[src/rtl/saturn_bus_ctrl_if.sv]
// saturn_bus_ctrl_if
//
// Purpose: the Saturn nibble bus as seen by the bus controller. One bus
// transfer is a single-tick strobe qualified by cmd_data and carrying
// drive_data. return_data is the nibble the bus hands back on a read.
//
// Signals:
//   strobe      bus transfer strobe
//   cmd_data    1 = command nibble, 0 = data nibble
//   drive_data  nibble driven onto the bus
//   return_data nibble returned by the bus
//
// Modports:
//   master  the bus controller (drives strobe/cmd_data/drive_data)
//   slave   the bus side (drives return_data)
interface saturn_bus_ctrl_if;
    logic       strobe;
    logic       cmd_data;
    logic [3:0] drive_data;
    logic [3:0] return_data;

    modport master (
        output strobe,
        output cmd_data,
        output drive_data,
        input  return_data
    );

    modport slave (
        input  strobe,
        input  cmd_data,
        input  drive_data,
        output return_data
    );
endinterface

[src/rtl/saturn_bus_ctrl.sv]
// saturn_bus_ctrl
//
// Purpose: bus-side consumer of the control unit's bus program ring. Entries
// are 5 bits wide: bit4=1 marks a command nibble, bit4=0 a data nibble. The
// block owns the ring read pointer and puts at most one entry onto the
// Saturn nibble bus per 4-phase cycle, always on phase 0. While the ring is
// empty it issues PC_READ strobes and returns the fetched nibble. o_bus_busy
// stalls the control unit while a command sequence is queued or in flight.
//
// Optional feature macro: SATURN_BUS_STRICT_EN
//   defined     - a data entry met outside an address sequence raises the
//                 sticky o_error flag (it is still consumed, never strobed)
//   not defined - such an entry is dropped silently
//
// Ports:
//   i_clk, i_reset         clock, asynchronous active-high reset
//   i_clk_en               global clock enable; nothing moves while 0
//   i_phases               one-hot phase strobe (bit n = phase n)
//   i_phase, i_cycle_ctr   debug only, not used by the logic
//   i_program_data         ring entry at o_program_address
//   i_program_address      control unit write pointer (next free slot)
//   o_program_address      ring read pointer
//   i_no_read              suppress idle PC_READ strobes
//   o_bus_busy             command sequence pending or in flight
//   bus                    nibble bus (master side)
//   o_nibble               last nibble read from the bus
//   o_nibble_valid         one-tick pulse when o_nibble updates
//   o_error                sticky protocol error
module saturn_bus_ctrl #(
    parameter int PTR_W        = 5,
    parameter int ADDR_NIBBLES = 5
) (
    input  logic              i_clk,
    input  logic              i_reset,
    input  logic              i_clk_en,
    input  logic [3:0]        i_phases,
    input  logic [1:0]        i_phase,
    input  logic [31:0]       i_cycle_ctr,
    input  logic [4:0]        i_program_data,
    input  logic [PTR_W-1:0]  i_program_address,
    output logic [PTR_W-1:0]  o_program_address,
    input  logic              i_no_read,
    output logic              o_bus_busy,
    saturn_bus_ctrl_if.master bus,
    output logic [3:0]        o_nibble,
    output logic              o_nibble_valid,
    output logic              o_error
);

    localparam logic [3:0] CMD_LOAD_PC = 4'h4;
    localparam logic [3:0] CMD_LOAD_DP = 4'h5;
    localparam int         CNT_W       = $clog2(ADDR_NIBBLES + 1);

    typedef enum logic [1:0] {
        S_IDLE,
        S_READ,
        S_ADDR,
        S_CMD_DONE
    } state_t;

    state_t           state, state_next;
    logic [PTR_W-1:0] rd_ptr_next;
    logic [CNT_W-1:0] nib_cnt, nib_cnt_next;
    logic             strobe_q, strobe_next;
    logic             cmd_data_q, cmd_data_next;
    logic [3:0]       drive_q, drive_next;
    logic [3:0]       nibble_next;
    logic             valid_next;
    logic             error_next;
    logic             busy_next;
    logic             pending;
    logic             is_cmd;
    logic             is_addr_cmd;
    logic             unused_debug;

    assign pending     = (o_program_address != i_program_address);
    assign is_cmd      = i_program_data[4];
    assign is_addr_cmd = (i_program_data[3:0] == CMD_LOAD_PC) ||
                         (i_program_data[3:0] == CMD_LOAD_DP);

    assign bus.strobe     = strobe_q;
    assign bus.cmd_data   = cmd_data_q;
    assign bus.drive_data = drive_q;

    assign unused_debug = ^{i_phase, i_cycle_ctr, i_phases[2]};

    // Next-state and next-output logic. Strobes and the valid pulse default
    // low so they last exactly one enabled tick; everything else holds.
    // Busy is computed from the post-update pointer and state so it falls
    // on the same tick the sequence closes. READ is an idle-time fetch, not
    // a command sequence, so it does not count as busy.
    always_comb begin
        state_next    = state;
        rd_ptr_next   = o_program_address;
        nib_cnt_next  = nib_cnt;
        strobe_next   = 1'b0;
        cmd_data_next = cmd_data_q;
        drive_next    = drive_q;
        nibble_next   = o_nibble;
        valid_next    = 1'b0;
        error_next    = o_error;

        case (state)
            S_IDLE: begin
                if (i_phases[0]) begin
                    if (pending) begin
                        rd_ptr_next = o_program_address + 1'b1;
                        if (is_cmd) begin
                            strobe_next   = 1'b1;
                            cmd_data_next = 1'b1;
                            drive_next    = i_program_data[3:0];
                            if (is_addr_cmd) begin
                                state_next   = S_ADDR;
                                nib_cnt_next = '0;
                            end else begin
                                state_next = S_CMD_DONE;
                            end
                        end else begin
`ifdef SATURN_BUS_STRICT_EN
                            error_next = 1'b1;
`else
                            error_next = o_error;
`endif
                        end
                    end else if (!i_no_read) begin
                        strobe_next   = 1'b1;
                        cmd_data_next = 1'b0;
                        drive_next    = 4'h0;
                        state_next    = S_READ;
                    end
                end
            end
            S_READ: begin
                if (i_phases[1]) begin
                    nibble_next = bus.return_data;
                    valid_next  = 1'b1;
                    state_next  = S_IDLE;
                end
            end
            S_ADDR: begin
                if (i_phases[0] && pending) begin
                    rd_ptr_next = o_program_address + 1'b1;
                    if (is_cmd) begin
                        error_next = 1'b1;
                    end else begin
                        strobe_next   = 1'b1;
                        cmd_data_next = 1'b0;
                        drive_next    = i_program_data[3:0];
                        nib_cnt_next  = nib_cnt + 1'b1;
                        if (nib_cnt == CNT_W'(ADDR_NIBBLES - 1)) begin
                            state_next = S_CMD_DONE;
                        end
                    end
                end
            end
            S_CMD_DONE: begin
                if (i_phases[3]) begin
                    state_next = S_IDLE;
                end
            end
            default: begin
                state_next = S_IDLE;
            end
        endcase

        busy_next = (rd_ptr_next != i_program_address) ||
                    (state_next == S_ADDR) || (state_next == S_CMD_DONE);
    end

    // State and registered outputs. Reset abandons any sequence in flight
    // and clears every output at once; i_clk_en=0 freezes everything,
    // including a valid pulse that is still high.
    always_ff @(posedge i_clk or posedge i_reset) begin
        if (i_reset) begin
            state             <= S_IDLE;
            o_program_address <= '0;
            nib_cnt           <= '0;
            strobe_q          <= 1'b0;
            cmd_data_q        <= 1'b0;
            drive_q           <= 4'h0;
            o_nibble          <= 4'h0;
            o_nibble_valid    <= 1'b0;
            o_error           <= 1'b0;
            o_bus_busy        <= 1'b0;
        end else if (i_clk_en) begin
            state             <= state_next;
            o_program_address <= rd_ptr_next;
            nib_cnt           <= nib_cnt_next;
            strobe_q          <= strobe_next;
            cmd_data_q        <= cmd_data_next;
            drive_q           <= drive_next;
            o_nibble          <= nibble_next;
            o_nibble_valid    <= valid_next;
            o_error           <= error_next;
            o_bus_busy        <= busy_next;
        end
    end

endmodule

[src/flat_wrapper.sv]
// flat-port wrapper written by rule: the top's interface ports become plain ports
module saturn_bus_ctrl_flat 
#(
    parameter int PTR_W        = 5,
    parameter int ADDR_NIBBLES = 5
)
  (i_clk, i_reset, i_clk_en, i_phases, i_phase, i_cycle_ctr, i_program_data, i_program_address, o_program_address, i_no_read, o_bus_busy, o_nibble, o_nibble_valid, o_error, bus_strobe, bus_cmd_data, bus_drive_data, bus_return_data);
  saturn_bus_ctrl_if bus_i ();
  input  logic i_clk;
  input  logic i_reset;
  input  logic i_clk_en;
  input  logic [3:0] i_phases;
  input  logic [1:0] i_phase;
  input  logic [31:0] i_cycle_ctr;
  input  logic [4:0] i_program_data;
  input  logic [PTR_W-1:0] i_program_address;
  output logic [PTR_W-1:0] o_program_address;
  input  logic i_no_read;
  output logic o_bus_busy;
  output logic [3:0] o_nibble;
  output logic o_nibble_valid;
  output logic o_error;
  output wire logic [$bits(bus_i.strobe)-1:0] bus_strobe;
  output wire logic [$bits(bus_i.cmd_data)-1:0] bus_cmd_data;
  output wire logic [$bits(bus_i.drive_data)-1:0] bus_drive_data;
  input wire logic [$bits(bus_i.return_data)-1:0] bus_return_data;
  assign bus_strobe = bus_i.strobe;
  assign bus_cmd_data = bus_i.cmd_data;
  assign bus_drive_data = bus_i.drive_data;
  assign bus_i.return_data = bus_return_data;
  saturn_bus_ctrl #(.PTR_W(PTR_W), .ADDR_NIBBLES(ADDR_NIBBLES)) u_core (.i_clk(i_clk), .i_reset(i_reset), .i_clk_en(i_clk_en), .i_phases(i_phases), .i_phase(i_phase), .i_cycle_ctr(i_cycle_ctr), .i_program_data(i_program_data), .i_program_address(i_program_address), .o_program_address(o_program_address), .i_no_read(i_no_read), .o_bus_busy(o_bus_busy), .bus(bus_i), .o_nibble(o_nibble), .o_nibble_valid(o_nibble_valid), .o_error(o_error));
endmodule
[config.mk]
export PLATFORM = sky130hd
export DESIGN_NAME = saturn_bus_ctrl_flat
export DESIGN_NICKNAME = d
export VERILOG_FILES = /design/src/rtl/saturn_bus_ctrl_if.sv /design/src/rtl/saturn_bus_ctrl.sv /design/src/flat_wrapper.sv
export SDC_FILE = /design/constraint.sdc
export NUM_CORES = 1
export LEC_CHECK = 0
export ABC_AREA = 1
export BUFFER_PORTS_ARGS = -buffer_cell sky130_fd_sc_hd__buf_2
export CAP_MARGIN = 40
export CORE_ASPECT_RATIO = 1.5
export CORE_MARGIN = 4
export CORE_UTILIZATION = 48
export CTS_BUF_LIST = sky130_fd_sc_hd__clkbuf_4 sky130_fd_sc_hd__clkbuf_8
export CTS_CLUSTER_DIAMETER = 50
export DETAILED_ROUTE_END_ITERATION = 10
export MAX_ROUTING_LAYER = met4
export PLACE_DENSITY = 0.79
export SYNTH_ARGS = -nofsm -noshare
export SYNTH_HDL_FRONTEND = slang
export SYNTH_SLANG_ARGS = --single-unit
[constraint.sdc]
create_clock -name i_clk -period 1.8 [get_ports i_clk]
set_input_delay 0.18 -clock i_clk [delete_from_list [all_inputs] [get_ports i_clk]]
set_output_delay 0.18 -clock i_clk [all_outputs]
set_load 0.01 [all_outputs]
==> metrics.md, run 1 <==
| Metric | Value |
|---|---|
| Status | complete, no violations |
| Detailed router's first-iteration violation count | 55 |
| Final ANT Viol Nets | 0 |
| Clock sinks | 23 |
| Hold path start | bus_return_data[1] |
| Post-synth ARST share | 100% |
| Largest net degree at the start of global routing | 24 |
| CP max-delay cell | dfrtp_2 |
| DP Worst Slack | 0.0331 ns |
| Fin Hold WS | 0.135 ns |
| Type of the worst setup path | reg2reg |
| Worst Setup Slack, final | 0.0489 ns |
| Cell Pwr Density | 1270 mW/mm^2 |
| Final Hold Vio Count | 0 |
| IR drop worst, VDD | 0.846 mV |
| Total grt overflow | 0 |
| Fin cells | 280 |
| Yosys top cell area share | 37.8% |
| Std cell rows | 24 |
| DRC viols | 0 |
| Mapped cell area | 0.00152 mm^2 |
| Crit path max-delay family | flip-flops |
| Busiest layer in global routing | met2 |
| FF-to-FF setup slack | 0.05 ns |
| Final worst-path cycle share | 97.3% |
| Crit. End Element | flop |
| Worst R2R Start | u_core.o_program_address[1] |
| GRT Total Usage | 18.8% |
| Commonest non-fill, non-tap cells in the layout | 39 x nand2_1, 38 x buf_2, 22 x inv_1, 22 x nand3_1, 21 x dfrtp_1 |
| Final wirelength | 3.65 mm |
| Worst-case clock buffer depth | 2 |
| Reg2reg end | u_core.bus.drive_data[1] |
| Synth Flop Type | dfrtp_1 |
| Register-to-Register Path Depth | 12 |
| Slew Viols, Final | 0 |
| Die width | 54.0 um |
| Crit-path cells | xnor2_2 -> nand2_4 -> nor2_4 -> buf_4 -> nand2_2 -> nand3_2 -> inv_2 -> o21ai_2 -> a21oi_4 -> inv_4 -> nand2_2 -> nand2_1 |
| Post-synthesis xor/xnor area fraction | 3.45% |
| Die ar. | 0.00415 mm^2 |
| Post-Synthesis Cells | 192 |
| Number of distinct library cells after synthesis | 32 |
| Design area | 0.00191 mm^2 |
| Post-synth EDFFs | 0 |
| Synth warn | 0 |
| Syn Area/Cell | 7.92 um^2 |
| Cell Area, Placed | 0.00179 mm^2 |
| CTS tree | built |
| Peak Freq | 571 MHz |
| Root buf cell | clkbuf_8 |
| Core ar. | 0.00297 mm^2 |
| Clock Pin Slew Worst Setup and Hold Paths | 0.08 ns |
| Net count reported at finish | 301 |
| Fraction of the mapped netlist area in compound gates | 9.46% |
| Post-Route Skew | 0.00250 ns |
| # IOs | 74 |
| Clock Latency Late Sink | 0.27 ns |
| Vias in the first global route | 1326 |
| Hold EP | u_core.o_nibble[1] |
| GR Util met3 | 2.52% |
| Crit path buffers/inverters | 3 |
| Worst slew margin | 75.9% |
| Syn_nets | 251 |
| Max Cap Violations | 0 |
| Ant diodes | 0 |
| Mux contribution to synthesized area | 2.96% |
| Met1 Use GR | 22.7% |
| Number of CTS-inserted buffers | 3 |
| Hold WC Path Type | in2reg |
| Critical path data required time | 1.96 ns |
| Critical path depth | 12 |
| Post-layout util | 64.1% |
| Vias/cell | 5.15 |
| Adder-cell share of the synthesized area | 2.47% |
| DR pass1 iterations | 4 |
| RePlAce Congestion | 0.864 |
| Seq/Total Area, Yosys | 37.8% |
| Leakage | 0.00100 uW |
| Initial antenna violation count | 0 |
| First-pass GRT wire length | 5.73 mm |
| Die Ht | 77.0 um |
| Hpwl dp | 2.65 mm |
| Share of cells above drive strength 1 | 39.4% |
| Largest family of logic cells by synthesized area | simple AND/OR/NAND/NOR gates |
| Crit path largest cell delay | 0.46 ns |
| Area leader, netlist | dfrtp_1 |
| Min-Delay Path Depth | 2 |
| Fin crit period | 1.75 ns |
| PortBufs | 38 |
| Most common library cell in the layout ignoring fill and taps | nand2_1 |
| Yosys reg bits | 23 |
| Vias | 1443 |
| CP most frequent cell | nand2_2 |
| CP arrival | 1.91 ns |
| Htree depth | 1 |
| Placed insts | 272 |
| Starting density of the core | 51.2% |
| Met2 Usage GRT | 31.1% |
| Final Setup Violations | 0 |
| Synth-to-Final Area Change | 25.2% |
| CP Max Fanout | 6 |
| Simple-gate portion of the synthesized area | 35.5% |
| WL/cell | 13.0 um |
| Startpoint types | flop |
| Tightest Pin Transition | 0.359 ns |
| Main area contributors after synthesis | dfrtp_1 38%, nand2_1 11%, nand3_1 7.2% |
[power breakdown]
group / total, uW / internal [uW] / leakage, uW / switching (uW)
Combinational: 1210 / 505 / 0.000700 / 702
Clock: 325 / 155 / 0.0000255 / 170
Sequential: 890 / 717 / 0.000279 / 173
[per-layer routing]
metal / vias to the layer above / wire, um
met5: - / 0
met4: 0 / 98
met3: 12 / 163
met2: 43 / 1920
met1: 676 / 1470
li1: 712 / -
[layout make-up]
cell class,count,area [um^2]
clock inverter,1,5.00
multi-input combinational,136,857
clock buffer,3,41.3
fill,268,1070
sequential,23,578
timing repair buffer,46,253
tap,39,48.8
inverter,32,123
[cells in the mapped netlist (all sizes together), types with 3 or more instances]
cell   count
ha         3
a21oi      4
dfrtp     23
xor2       5
nand4      3
mux2       4
nand3     26
inv       31
nor2      18
o21ai     10
nand2     54
[what timing repair did]
item | in CTS | in global routing
endpoints found under the setup margin | 0 | 8
gates resized for setup | 0 | 15
endpoints found under the hold margin | 23 | 0
setup buffers | 0 | 3
hold buffers | 1 | 0
[state kept, by name, indices dropped and copies added (netlist names)]
register / flops
u_core.o_nibble: 4
u_core.o_error: 1
u_core.o_program_address: 5
u_core.bus.cmd_data: 1
u_core.o_nibble_valid: 1
u_core.bus.drive_data: 4
u_core.state: 2
u_core.bus.strobe: 1
u_core.o_bus_busy: 1
u_core.nib_cnt: 3
[worst register-to-register path: stages, from the launching register on]
cell     delay [ns]
dfrtp_2        0.46
xnor2_2        0.17
nand2_4        0.11
nor2_4         0.06
buf_4          0.13
nand2_2        0.05
nand3_2        0.07
inv_2          0.07
o21ai_2        0.07
a21oi_4        0.25
inv_4          0.08
nand2_2        0.06
nand2_1        0.06
[cell families after synthesis]
kind of cell    after synthesis
compound gates               20
flops                        23
xor+xnor                      6
simple gates                103
mux                           4
fa+ha+maj                     3
buf+inv                      33
[metrics by stage]
step,power (uW),setup TNS (ns)
after global placement,1970,0
final,2420,0
after detailed placement,2010,0
after global routing,2630,-0.199
after CTS,2340,0
after floorplan,1620,0
[how the worst max path moves through the flow]
stage,start,endpoint,slack (ns)
finish,u_core.o_program_address[1],u_core.bus.drive_data[1],0.05
global placement,u_core.o_program_address[4],u_core.o_bus_busy,0.08
global route,u_core.o_program_address[4],u_core.bus.drive_data[1],-0.05
floorplan,u_core.o_program_address[1],u_core.o_bus_busy,0.24
detailed placement,u_core.o_program_address[4],u_core.o_bus_busy,0.03
CTS,u_core.o_program_address[4],u_core.o_bus_busy,0.02
No activity file was read; power rests on OpenSTA's default activity.
==> run 2, diff against run 1 <==
- REMOVE_ABC_BUFFERS: default -> 1
==> run 2 against run 1 <==
Net effect: wire length down 6.4%; worst setup slack gained 0.079 ns; flip-flop and latch count unchanged; non-clock buffer count shrank 2; maximum frequency grew 4.8%; global-route usage decreased by 0.061 points; critical path depth did not move; critical path type unchanged; highest routed layer unchanged.
==> metrics.md, run 2 (synthesized netlist as in run 1, its figures left out) <==
| Metric | Value |
|---|---|
| Placed insts | 271 (-0.37%) |
| Sequential share of power | 36.9% (+0.2 points) |
| Core ar. | 0.00297 mm^2 (unchanged) |
| Worst-case clock buffer depth | 2 (unchanged) |
| Worst Setup Slack, final | 0.128 ns (+0.0795 ns) |
| Vias/cell | 5.10 (-1.1%) |
| # IOs | 74 (unchanged) |
| GRT Total Usage | 18.8% (-0.061 points) |
| Peak Freq | 598 MHz (+4.8%) |
| Type of the worst setup path | reg2reg |
| Met2 Usage GRT | 31.3% (+0.24 points) |
| PortBufs | 38 (unchanged) |
| Register area | 579 um^2 (+0.22%) |
| Clock Latency Late Sink | 0.27 ns (about the same) |
| IR drop worst, VDD | 0.810 mV (-4.2%) |
| Max reg flops | 5 (unchanged) |
| Slew Viols, Final | 0 (unchanged) |
| Fin cells | 278 (-0.71%) |
| Register-to-Register Path Depth | 12 (unchanged) |
| CTS tree | built |
| Fillers | 276 (+3.0%) |
| Fin Hold WS | 0.139 ns (+0.00455 ns) |
| Final Setup Violations | 0 (unchanged) |
| Switching Share | 42.5% (-0.69 points) |
| First-pass GRT wire length | 5.80 mm (+1.3%) |
| Clock sinks | 23 (unchanged) |
| Busiest layer in global routing | met2 |
| Status | complete, no violations |
| CP max-delay cell | dfrtp_1 |
| RePlAce Congestion | 0.830 (-3.9%) |
| Clock Pin Slew Worst Setup and Hold Paths | 0.08 ns (about the same) |
| Share of cells above drive strength 1 | 36.4% (-3.0 points) |
| Multi-input gate area | 840 um^2 (-2.0%) |
| Detailed router's first-iteration violation count | 46 (-16%) |
| Post-Route Skew | 0.000549 ns (-0.00195 ns) |
| Final ANT Viol Nets | 0 (unchanged) |
| Fin crit period | 1.67 ns (-0.0795 ns) |
| Min-Delay Path Depth | 2 (unchanged) |
| Final worst-path cycle share | 92.9% (-4.4 points) |
| Most flops, register | u_core.o_program_address |
| Crit. End Element | flop |
| Number of CTS-inserted buffers | 3 (unchanged) |
| Cell Pwr Density | 1260 mW/mm^2 (-0.95%) |
| WL/cell | 12.3 um (-5.7%) |
| Max Cap Violations | 0 (unchanged) |
| Sw power | 1000 uW (-4.1%) |
| Ant diodes | 0 (unchanged) |
| Worst slew margin | 77.2% (+1.2 points) |
| Most common library cell in the layout ignoring fill and taps | nand2_1 |
| Combinational power share | 49.3% (-0.5 points) |
| Final wirelength | 3.42 mm (-6.4%) |
| Hpwl dp | 2.68 mm (+1.3%) |
| DR pass1 iterations | 5 (+1) |
| Htree depth | 1 (unchanged) |
| Vias | 1417 (-1.8%) |
| Vias in the first global route | 1348 (+1.7%) |
| Die Ht | 77.0 um (unchanged) |
| Root buf cell | clkbuf_8 |
| Met1 Use GR | 21.4% (-1.3 points) |
| Total grt overflow | 0 (unchanged) |
| Startpoint types | flop |
| Final Hold Vio Count | 0 (unchanged) |
| Internal cell power | 1360 uW (-1.4%) |
| Net count reported at finish | 299 (-0.66%) |
| Clock power share | 13.8% (+0.4 points) |
| Leakage | 0.000991 uW (-1.3%) |
| Critical path data required time | 1.97 ns (about the same) |
| Crit path largest cell delay | 0.40 ns (-0.06 ns) |
| Tightest Pin Transition | 0.340 ns (-0.0182 ns) |
| Post-layout util | 63.0% (-1.1 points) |
| DRC viols | 0 (unchanged) |
| Die ar. | 0.00415 mm^2 (unchanged) |
| Initial antenna violation count | 0 (unchanged) |
| CP Max Fanout | 5 (-1) |
| Hold WC Path Type | in2reg |
| DP Worst Slack | 0.0828 ns (+0.0497 ns) |
| Synth-to-Final Area Change | 23.2% |
| CP arrival | 1.84 ns (-0.07 ns) |
| Crit-path cells | inv_1 -> nand2_1 -> nand2_2 -> nand3_4 -> nor2_4 -> nor2_4 -> nand3_1 -> nand3_1 -> nor2_1 -> nand3_1 -> nor2_1 -> nor2_1 |
| GR Util met3 | 3.10% (+0.58 points) |
| Std cell rows | 24 (unchanged) |
| Starting density of the core | 51.2% (unchanged) |
| Commonest non-fill, non-tap cells in the layout | 44 x nand2_1, 38 x buf_2, 24 x inv_1 |
| Largest net degree at the start of global routing | 24 (unchanged) |
| Die width | 54.0 um (unchanged) |
run 2: power by group through the flow:
| stage | Sequential (uW) | Combinational [uW] | Clock (uW) |
|---|---|---|---|
| global placement | 872 | 1090 | 0 |
| finish | 871 | 1160 | 326 |
| global route | 904 | 1320 | 356 |
| detailed placement | 883 | 1110 | 0 |
| CTS | 874 | 1120 | 341 |
| floorplan | 952 | 668 | 0 |
run 2: final timing paths:
kind | start | to | slack, ns
setup / recovery | u_core.o_program_address[4] | u_core.o_bus_busy | 0.13
hold / removal | bus_return_data[1] | u_core.o_nibble[1] | 0.14
setup reg to reg | u_core.o_program_address[4] | u_core.o_bus_busy | 0.13
hold reg to reg | u_core.o_error | u_core.o_error | 0.46
max in group asynchronous | i_reset | u_core.o_program_address[3] | 1.06
min in group asynchronous | i_reset | u_core.o_nibble[3] | 0.49
run 2: worst max-delay path: cells and delay by family (launching register included):
family / cells / cell delay [ns]
buffers and inverters: 1 / 0.10
DFF: 1 / 0.40
and+or+nand+nor: 11 / 1.05
run 2: metrics by stage:
stage,setup TNS [ns],instance area (um^2),total power (uW)
2_1_floorplan,0,1520,1620
5_1_grt,-0.00177,1870,2580
3_3_place_gp,0,1780,1960
3_5_place_dp,0,1780,2000
6_report,0,1870,2360
4_1_cts,0,1840,2340
run 2: final cells by class:
type | instances | area share (%)
Multi-Input combinational cell | 136 | 44.8
Tap cell | 39 | 2.60
Sequential cell | 23 | 30.9
Clock inverter | 1 | 0.267
Clock buffer | 3 | 2.20
Timing Repair Buffer | 44 | 12.7
Inverter | 32 | 6.54
run 2: what timing repair did:
item	4_1_cts	5_1_grt
hold buffers	1	0
endpoints found under the setup margin	0	7
gates resized for setup	0	8
buffers inserted	0	2
endpoints found under the hold margin	23	0
run 2: metal layers:
| metal | routed length, um | vias to the layer above |
|---|---|---|
| met5 | 0 | - |
| met4 | 79 | 0 |
| met3 | 164 | 9 |
| met2 | 1860 | 37 |
| met1 | 1320 | 659 |
| li1 | - | 712 |
